`config.mk`:
```
export PLATFORM = sky130hd
export DESIGN_NAME = conv_tile_controller
export DESIGN_NICKNAME = d
export VERILOG_FILES = /design/src/rtl/conv_ctrl_pkg.sv /design/src/rtl/conv_loop_counter.sv /design/src/rtl/conv_tile_controller.sv
export SDC_FILE = /design/constraint.sdc
export NUM_CORES = 1
export LEC_CHECK = 0
export ABC_CLOCK_PERIOD_IN_PS = 3600
export CAP_MARGIN = 20
export CORE_AREA = 2 2 100 102
export CTS_CLUSTER_DIAMETER = 40
export DETAILED_ROUTE_END_ITERATION = 10
export DIE_AREA = 0 0 102 104
export DONT_BUFFER_PORTS = 1
export PLACE_DENSITY = 0.63
export SKIP_CTS_REPAIR_TIMING = 1
export SYNTH_ARGS = -nofsm -noshare
export SYNTH_HDL_FRONTEND = slang
export SYNTH_SLANG_ARGS = --single-unit
```
`constraint.sdc`:
```
create_clock -name clk -period 3.6 [get_ports clk]
set_input_delay 0.72 -clock clk [delete_from_list [all_inputs] [get_ports clk]]
set_output_delay 0.72 -clock clk [all_outputs]
set_load 0.02 [all_outputs]
```
`src/rtl/conv_ctrl_pkg.sv`:
```
// ---------------------------------------------------------------------------
// conv_ctrl_pkg
// Shared types and sizing helpers for the output-stationary convolution
// tile controller and its loop counter.
//   state_t          : controller FSM states
//   ofm_size()       : output feature-map side for a given input/kernel/stride
//   num_tile()       : number of S-row tiles covering the whole OFM plane
//   compute_cycles() : cycles needed to drain one buffer load through the
//                      skewed array (load beats plus diagonal fill/drain)
//   idx_width()      : bit width able to hold 0..max_val
// ---------------------------------------------------------------------------
package conv_ctrl_pkg;

    typedef enum logic [2:0] {
        IDLE,
        LOAD,
        COMPUTE,
        WRITE,
        CLEAR,
        FINISH
    } state_t;

    function automatic int ofm_size(input int ifm, input int k, input int stride);
        return (ifm - k) / stride + 1;
    endfunction

    function automatic int num_tile(input int ofm, input int s);
        return (ofm * ofm + s - 1) / s;
    endfunction

    function automatic int compute_cycles(input int buffer_size, input int s);
        return buffer_size + 2 * s - 1;
    endfunction

    function automatic int idx_width(input int max_val);
        return (max_val < 1) ? 1 : $clog2(max_val + 1);
    endfunction

endpackage

```
`src/rtl/conv_loop_counter.sv`:
```
// ---------------------------------------------------------------------------
// conv_loop_counter
// Nested loop indices for one layer: filter group (outer), OFM tile, input
// channel (inner). Indices wrap back to zero after the last tile of the last
// group, so the layer always ends with every index at zero.
// Ports:
//   clk, rst          : clock, asynchronous active-high reset
//   clear             : force all indices to zero
//   inc_chan          : advance to the next input channel of the same tile
//   inc_tile          : tile finished; restart channels, advance tile/group
//   group_idx/tile_idx/chan_idx : current indices
//   last_chan/last_tile/last_group : index currently at its final value
// ---------------------------------------------------------------------------
module conv_loop_counter #(
    parameter int NUM_GROUP = 1,
    parameter int NUM_TILE  = 1,
    parameter int NUM_CHAN  = 1,
    parameter int GROUP_W   = 1,
    parameter int TILE_W    = 1,
    parameter int CHAN_W    = 1
) (
    input  logic               clk,
    input  logic               rst,
    input  logic               clear,
    input  logic               inc_chan,
    input  logic               inc_tile,
    output logic [GROUP_W-1:0] group_idx,
    output logic [TILE_W-1:0]  tile_idx,
    output logic [CHAN_W-1:0]  chan_idx,
    output logic               last_chan,
    output logic               last_tile,
    output logic               last_group
);

    assign last_chan  = (chan_idx  == CHAN_W'(NUM_CHAN - 1));
    assign last_tile  = (tile_idx  == TILE_W'(NUM_TILE - 1));
    assign last_group = (group_idx == GROUP_W'(NUM_GROUP - 1));

    // Finishing a tile always restarts the channel loop; the tile index wraps
    // into the next group, and the group index wraps to zero after the final
    // group so the indices read zero once the layer is complete.
    always_ff @(posedge clk or posedge rst) begin
        if (rst) begin
            group_idx <= '0;
            tile_idx  <= '0;
            chan_idx  <= '0;
        end else if (clear) begin
            group_idx <= '0;
            tile_idx  <= '0;
            chan_idx  <= '0;
        end else if (inc_tile) begin
            chan_idx <= '0;
            if (last_tile) begin
                tile_idx  <= '0;
                group_idx <= last_group ? '0 : group_idx + GROUP_W'(1);
            end else begin
                tile_idx <= tile_idx + TILE_W'(1);
            end
        end else if (inc_chan) begin
            chan_idx <= chan_idx + CHAN_W'(1);
        end
    end

endmodule

```
`src/rtl/conv_tile_controller.sv`:
```
// ---------------------------------------------------------------------------
// conv_tile_controller
// Sequencer for the output-stationary systolic convolution array. For every
// filter group and OFM tile it loads and computes each input channel in turn
// (partial sums stay in the PEs), shifts the S result rows out, then clears
// the PEs for the next tile.
// Ports:
//   clk, rst                       : clock, asynchronous active-high reset
//   start                          : launch one layer (only honoured in IDLE)
//   data_valid                     : IFM/weight buffers hold a valid beat
//   ofm_ready                      : OFM sink accepts a row
//   ifm_read_en, weight_read_en    : buffer pops
//   ifm_in_valid, weight_in_valid  : per-lane skewed valid masks
//   set_reg_compute                : per-diagonal PE accumulate enables
//   set_reg_write                  : PE result-chain shift enables
//   ofm_in_valid, ofm_write_en     : result row valid / OFM write
//   sel_mux                        : PE output mux, 1 selects shift-out path
//   pe_clear                       : PE accumulator clear
//   group_idx, tile_idx, chan_idx  : current loop indices
//   busy, done                     : layer in progress / completion pulse
// ---------------------------------------------------------------------------
module conv_tile_controller
    import conv_ctrl_pkg::*;
#(
    parameter int SYSTOLIC_SIZE  = 16,
    parameter int WEIGHT_SIZE    = 3,
    parameter int IFM_SIZE       = 64,
    parameter int IFM_CHANNEL    = 3,
    parameter int WEIGHT_FILTER  = 16,
    parameter int STRIDE         = 1,
    localparam int BUFFER_SIZE    = WEIGHT_SIZE * WEIGHT_SIZE,
    localparam int OFM_SIZE       = ofm_size(IFM_SIZE, WEIGHT_SIZE, STRIDE),
    localparam int NUM_TILE       = num_tile(OFM_SIZE, SYSTOLIC_SIZE),
    localparam int NUM_GROUP      = WEIGHT_FILTER / SYSTOLIC_SIZE,
    localparam int COMPUTE_CYCLES = compute_cycles(BUFFER_SIZE, SYSTOLIC_SIZE),
    localparam int GROUP_W        = idx_width(NUM_GROUP),
    localparam int TILE_W         = idx_width(NUM_TILE),
    localparam int CHAN_W         = idx_width(IFM_CHANNEL)
) (
    input  logic                       clk,
    input  logic                       rst,
    input  logic                       start,
    input  logic                       data_valid,
    input  logic                       ofm_ready,
    output logic                       ifm_read_en,
    output logic                       weight_read_en,
    output logic [SYSTOLIC_SIZE-1:0]   ifm_in_valid,
    output logic [SYSTOLIC_SIZE-1:0]   weight_in_valid,
    output logic [2*SYSTOLIC_SIZE-2:0] set_reg_compute,
    output logic [SYSTOLIC_SIZE-2:0]   set_reg_write,
    output logic                       ofm_in_valid,
    output logic                       ofm_write_en,
    output logic                       sel_mux,
    output logic                       pe_clear,
    output logic [GROUP_W-1:0]         group_idx,
    output logic [TILE_W-1:0]          tile_idx,
    output logic [CHAN_W-1:0]          chan_idx,
    output logic                       busy,
    output logic                       done
);

    // One step counter serves LOAD beats, COMPUTE cycles and WRITE rows;
    // COMPUTE_CYCLES is the largest of the three limits.
    localparam int STEP_W = idx_width(COMPUTE_CYCLES);

    state_t              state_q, state_d;
    logic [STEP_W-1:0]   step_q, step_d;
    logic                inc_chan, inc_tile, clear_idx;
    logic                last_chan, last_tile, last_group;

    logic [SYSTOLIC_SIZE-1:0]   lane_mask_d, lane_mask_q;
    logic [2*SYSTOLIC_SIZE-2:0] diag_mask_d, diag_mask_q;
    logic [SYSTOLIC_SIZE-2:0]   wr_mask_d, wr_mask_q;
    logic                       load_q, write_q;
    logic                       pe_clear_q, busy_q, done_q;

    conv_loop_counter #(
        .NUM_GROUP (NUM_GROUP),
        .NUM_TILE  (NUM_TILE),
        .NUM_CHAN  (IFM_CHANNEL),
        .GROUP_W   (GROUP_W),
        .TILE_W    (TILE_W),
        .CHAN_W    (CHAN_W)
    ) u_loop (
        .clk        (clk),
        .rst        (rst),
        .clear      (clear_idx),
        .inc_chan   (inc_chan),
        .inc_tile   (inc_tile),
        .group_idx  (group_idx),
        .tile_idx   (tile_idx),
        .chan_idx   (chan_idx),
        .last_chan  (last_chan),
        .last_tile  (last_tile),
        .last_group (last_group)
    );

    // State and step counter registers.
    always_ff @(posedge clk or posedge rst) begin
        if (rst) begin
            state_q <= IDLE;
            step_q  <= '0;
        end else begin
            state_q <= state_d;
            step_q  <= step_d;
        end
    end

    // Next-state logic. LOAD only counts beats the buffers actually deliver
    // and WRITE only counts rows the sink accepts, so stalls simply stretch
    // those phases. Channels loop back to LOAD without clearing the PEs.
    always_comb begin
        state_d   = state_q;
        step_d    = step_q;
        inc_chan  = 1'b0;
        inc_tile  = 1'b0;
        clear_idx = 1'b0;
        case (state_q)
            IDLE: begin
                if (start) begin
                    state_d = LOAD;
                    step_d  = '0;
                end
            end
            LOAD: begin
                if (data_valid) begin
                    if (step_q == STEP_W'(BUFFER_SIZE - 1)) begin
                        state_d = COMPUTE;
                        step_d  = '0;
                    end else begin
                        step_d = step_q + STEP_W'(1);
                    end
                end
            end
            COMPUTE: begin
                if (step_q == STEP_W'(COMPUTE_CYCLES - 1)) begin
                    step_d = '0;
                    if (last_chan) begin
                        state_d = WRITE;
                    end else begin
                        state_d  = LOAD;
                        inc_chan = 1'b1;
                    end
                end else begin
                    step_d = step_q + STEP_W'(1);
                end
            end
            WRITE: begin
                if (ofm_ready) begin
                    if (step_q == STEP_W'(SYSTOLIC_SIZE - 1)) begin
                        state_d = CLEAR;
                        step_d  = '0;
                    end else begin
                        step_d = step_q + STEP_W'(1);
                    end
                end
            end
            CLEAR: begin
                inc_tile = 1'b1;
                state_d  = (last_tile && last_group) ? FINISH : LOAD;
            end
            FINISH: begin
                clear_idx = 1'b1;
                state_d   = IDLE;
            end
            default: begin
                state_d = IDLE;
                step_d  = '0;
            end
        endcase
    end

    // Skew masks for the upcoming cycle. Lane i sees BUFFER_SIZE beats
    // starting at step i; diagonal j accumulates one cycle behind the lane
    // data reaching it. During WRITE the shift chain narrows by one stage per
    // row already emitted.
    always_comb begin
        lane_mask_d = '0;
        diag_mask_d = '0;
        wr_mask_d   = '0;
        case (state_d)
            LOAD: begin
                lane_mask_d = '1;
            end
            COMPUTE: begin
                for (int i = 0; i < SYSTOLIC_SIZE; i++) begin
                    lane_mask_d[i] = (int'(step_d) >= i) &&
                                     (int'(step_d) < i + BUFFER_SIZE);
                end
                for (int j = 0; j < 2 * SYSTOLIC_SIZE - 1; j++) begin
                    diag_mask_d[j] = (int'(step_d) >= j + 1) &&
                                     (int'(step_d) <= j + BUFFER_SIZE);
                end
            end
            WRITE: begin
                for (int i = 0; i < SYSTOLIC_SIZE - 1; i++) begin
                    wr_mask_d[i] = (int'(step_d) <= i);
                end
            end
            default: begin
            end
        endcase
    end

    // Output registers decoded from the next state, so each output lines up
    // with the cycle in which the state register holds that state.
    always_ff @(posedge clk or posedge rst) begin
        if (rst) begin
            lane_mask_q <= '0;
            diag_mask_q <= '0;
            wr_mask_q   <= '0;
            load_q      <= 1'b0;
            write_q     <= 1'b0;
            pe_clear_q  <= 1'b1;
            busy_q      <= 1'b0;
            done_q      <= 1'b0;
        end else begin
            lane_mask_q <= lane_mask_d;
            diag_mask_q <= diag_mask_d;
            wr_mask_q   <= wr_mask_d;
            load_q      <= (state_d == LOAD);
            write_q     <= (state_d == WRITE);
            pe_clear_q  <= (state_d == IDLE) || (state_d == CLEAR) ||
                           (state_d == FINISH);
            busy_q      <= (state_d != IDLE);
            done_q      <= (state_d == FINISH);
        end
    end

    // Pops and row writes are gated by the live handshake inputs so a stalled
    // cycle never consumes a beat or emits a row.
    assign ifm_read_en     = load_q & data_valid;
    assign weight_read_en  = load_q & data_valid;
    assign ifm_in_valid    = lane_mask_q;
    assign weight_in_valid = lane_mask_q;
    assign set_reg_compute = diag_mask_q;
    assign set_reg_write   = wr_mask_q & {(SYSTOLIC_SIZE-1){ofm_ready}};
    assign ofm_in_valid    = write_q & ofm_ready;
    assign ofm_write_en    = write_q & ofm_ready;
    assign sel_mux         = write_q & ofm_ready;
    assign pe_clear        = pe_clear_q;
    assign busy            = busy_q;
    assign done            = done_q;

endmodule

```
==> results.md <==
| Result | Value | Unit |
|---|---|---|
| Outcome | finished clean | - |
| Number of nets in the layout | 393 | - |
| Element type at the critical path start | register | - |
| Biggest fanout along the worst timing path | 14 | - |
| Worst IR Drop VDD | 371.9 | uV |
| Number of clock buffers inserted by TritonCTS | 9 | - |
| Setup repair after global routing missed its margin | false | - |
| Aggregate global routing overflow | 0 | - |
| Top Family by Delay on Critical Path | simple AND/OR/NAND/NOR gates | - |
| WL/cell | 18.14 | um |
| Routability congestion estimate | 0.9391 | - |
| Vias per cell | 5.607 | - |
| Overall power | 3.976 | mW |
| Post-synthesis async set-or-reset flop share | 1.000 | - |
| Arrival time worst endpoint | 3.43 | ns |
| CP Data Required Time | 3.89 | ns |
| Portion of total power attributed to the clock network | 0.157 | - |
| Kind of end point of the critical path | register | - |
| Yosys warnings | 0 | - |
| Number of antenna violations at the first check in global routing | 0 | - |
| Global-route usage over all layers | 0.1895 | - |
| Port bufs | 0 | - |
| Final setup vio count | 0 | - |
| Post-synthesis cell count | 406 | - |
| Post-route core utilization | 0.4530 | - |
| Deepest clock path buffer count | 2 | - |
| Layout cell share with drive strength beyond 1 | 0.1366 | - |
| Number of pins exceeding their max-slew limit in the final report | 0 | - |
| Leading cell type by number of instances after synthesis | sky130_fd_sc_hd__dfrtp_1 | - |
| Number of enable flip-flop cells after synthesis | 0 | - |
| Layout Area Growth over Synthesis | 3.814 | % |
| Critical path buffer and inverter count | 0 | - |
| Residual antenna-violating net count after detailed routing | 0 | - |
| Top_reg_cell synth | sky130_fd_sc_hd__dfrtp_1 | - |
| Cell row count | 36 | - |
| Slowest stage cell, crit path | sky130_fd_sc_hd__nor3_1 | - |
| Cell at the root of the clock tree | sky130_fd_sc_hd__clkbuf_8 | - |
| Clock input transition at the sequential cells of the worst setup and hold paths | 0.09 | ns |
| TritonCTS clock tree | done | - |
| Max incr delay on CP | 0.55 | ns |
| Wire length of the first global-routing pass | 15.65 | mm |
| Die W | 102 | um |
| Biggest area contributors in the synthesized netlist | sky130_fd_sc_hd__dfrtp_1, sky130_fd_sc_hd__nor2_1, sky130_fd_sc_hd__buf_4, sky130_fd_sc_hd__and2_1, sky130_fd_sc_hd__nand2_1 | - |
| Logic pwr share | 0.428 | - |
| Highest Clock Rate | 317.9 | MHz |
| Clock latency of the later-clocked register in the worst-skew pair | 0.37 | ns |
| Worst Tran Pin Value | 0.5804 | ns |
| Worst clock skew | 0.01047 | ns |
| Post-synthesis cell area | 4166 | sq um |
| Number of global-route vias before repair | 2959 | - |
| Leak pwr | 1.908 | nW |
| Remaining max-slew budget at the tightest pin | 0.6095 | - |
| Hold Crit Class | in2async | - |
| Number of remaining DRC errors | 0 | - |
| Share of the clock period used by the worst path after layout | 0.8738 | - |
| Start-to-end type of the worst setup path | reg2reg | - |
| CP Cell Sequence | ha_1 > and4bb_2 > nor4bb_1 > o32a_1 > nor3_1 > nand3_1 > nor3_1 > o21bai_1 | - |
| Die area | 10610 | sq um |
| Final Critical Period | 3.146 | ns |
| Maximum level of the CTS H-tree | 3 | - |
| Final hold violations | 0 | - |
| Sinks on Clock Net | 86 | - |
| Total routed wirelength | 9.453 | mm |
| Number of optimization iterations in the first detailed-route pass | 5 | - |
| Sequential-to-total area share from yosys stat | 0.5168 | - |
| Share of total power in sequential cells | 0.415 | - |
| Max cap viols | 0 | - |
| Mean area per synthesized cell | 10.26 | sq um |
| Synthesized Nets | 416 | - |
| Net Sw Power | 1.968 | mW |
| Core Box Area | 9549 | sq um |
| I/O pin total | 102 | - |
| Sum of net half-perimeters after detailed placement | 6.679 | mm |
| Iteration-0 DRC Markers | 251 | - |
| Internal Dissipation | 2.007 | mW |
| Via count | 2921 | - |
| Top post-synthesis cells by count | sky130_fd_sc_hd__dfrtp_1, sky130_fd_sc_hd__nor2_1, sky130_fd_sc_hd__nand2_1, sky130_fd_sc_hd__buf_4, sky130_fd_sc_hd__and2_1 | - |
| Ant. Diodes | 0 | - |
| Height of the die | 104 | um |
| Fraction of post-synthesis cell area in the top cell type by area | 0.5105 | - |
| Setup Total Neg Slack | 0 | ns |
| Switching share of total power | 0.4951 | - |
| Distinct cells, synth | 75 | - |
| Cell repeated most along the worst path | sky130_fd_sc_hd__nor3_1 | - |
| Pin count of the biggest net entering global routing | 58 | - |
| Cell type contributing the most total cell area after synthesis | sky130_fd_sc_hd__dfrtp_1 | - |
| Initial core utilization | 0.4363 | - |
| P per Cell Area | 919.2 | nW/um^2 |
| Flop and latch count out of synthesis | 86 | - |
[worst register-to-register path, cell delays in order, from the launching register on]
cell and delay, ns:
sky130_fd_sc_hd__dfrtp_1 0.44, sky130_fd_sc_hd__ha_1 0.31, sky130_fd_sc_hd__and4bb_2 0.29, sky130_fd_sc_hd__nor4bb_1 0.15
sky130_fd_sc_hd__o32a_1 0.38, sky130_fd_sc_hd__nor3_1 0.34, sky130_fd_sc_hd__nand3_1 0.44, sky130_fd_sc_hd__nor3_1 0.55
sky130_fd_sc_hd__o21bai_1 0.18
[state kept, by name (all words and copies together), names as in the netlist]
register / count
step_q: 6
done: 1
load_q: 1
u_loop.chan_idx: 2
set_reg_compute: 31
write_q: 1
state_q: 3
wr_mask_q: 15
u_loop.tile_idx: 8
pe_clear: 1
busy: 1
ifm_in_valid: 16
[per-stage QoR]
step                      setup WS (ns)  cell area [sq um]  cells  hold WS (ns)
after floorplan                  0.6598               4167    406        0.6262
after global placement           0.6048               4124    504        0.6520
after detailed placement         0.5303               4124    504        0.6630
after CTS                        0.4999               4305    520        0.4533
after global routing             0.2197               4325    521        0.2535
final                            0.4542               4325    521        0.2352
[layer usage]
layer,share of wire,track usage
met5,0,0
met4,0.015,0.06571
met3,0.082,0.06116
met2,0.46,0.2716
met1,0.45,0.2692
[path summary, 6_finish.rpt]
path / start / end / slack [ns] / cells after the start
setup / recovery: step_q[0] / ifm_in_valid[6] / 0.45 / 8
hold / removal: rst / ifm_in_valid[8] / 0.24 / 1
setup reg to reg: step_q[0] / ifm_in_valid[6] / 0.45 / 8
hold reg to reg: u_loop.chan_idx[1] / u_loop.chan_idx[1] / 0.67 / 2
max in group asynchronous: rst / set_reg_compute[25] / 2.63 / 3
min in group clk: u_loop.chan_idx[1] / u_loop.chan_idx[1] / 0.67 / 2
[cell usage in the layout (no fill, tap or decap), types with 3 or more instances in the layout]
cell                        n
sky130_fd_sc_hd__xnor2_1    3
sky130_fd_sc_hd__nor4_1     4
sky130_fd_sc_hd__or3_1      4
sky130_fd_sc_hd__a21oi_1   15
sky130_fd_sc_hd__and3_1     3
sky130_fd_sc_hd__ha_1       5
sky130_fd_sc_hd__clkbuf_8   9
sky130_fd_sc_hd__inv_1     15
sky130_fd_sc_hd__o21ai_0   17
sky130_fd_sc_hd__nand2b_1   6
sky130_fd_sc_hd__o21bai_1   7
sky130_fd_sc_hd__a22oi_1    6
sky130_fd_sc_hd__and2_1    20
sky130_fd_sc_hd__or2_2      6
sky130_fd_sc_hd__nand3_1    7
sky130_fd_sc_hd__o22ai_1    4
sky130_fd_sc_hd__nor2b_1    3
sky130_fd_sc_hd__nand2_1   26
sky130_fd_sc_hd__dfrtp_1   85
sky130_fd_sc_hd__nor2_1    50
sky130_fd_sc_hd__nor3_1    15
[area by class of cell]
cell class              instances  area (sq um)
multi-input cells             262          1690
well taps                     133         166.4
inverters                      20         78.83
clock inverters                 7         57.56
clock buffers                   9         123.9
repair buffers                  4         55.05
fillers                       907          5224
flip-flops and latches         86          2153
[power groups by stage]
stage / clock (mW) / combinational [mW] / sequential (mW)
2_1_floorplan: 0 / 1.58 / 1.47
3_3_place_gp: 0 / 1.66 / 1.67
3_5_place_dp: 0 / 1.67 / 1.67
4_1_cts: 0.649 / 1.68 / 1.65
5_1_grt: 0.694 / 1.88 / 1.69
6_report: 0.625 / 1.70 / 1.65
[cells by family after synthesis]
group	count (synthesis)	synth area share
other	1	0.0009000
buffers and inverters	58	0.07748
AO/OA/AOI/OAI	87	0.1646
XOR/XNOR	5	0.01051
flip-flops	86	0.5168
AND/OR/NAND/NOR	164	0.2147
adder cells (fa/ha/maj)	5	0.01502
(Power assumes the default switching activity.)
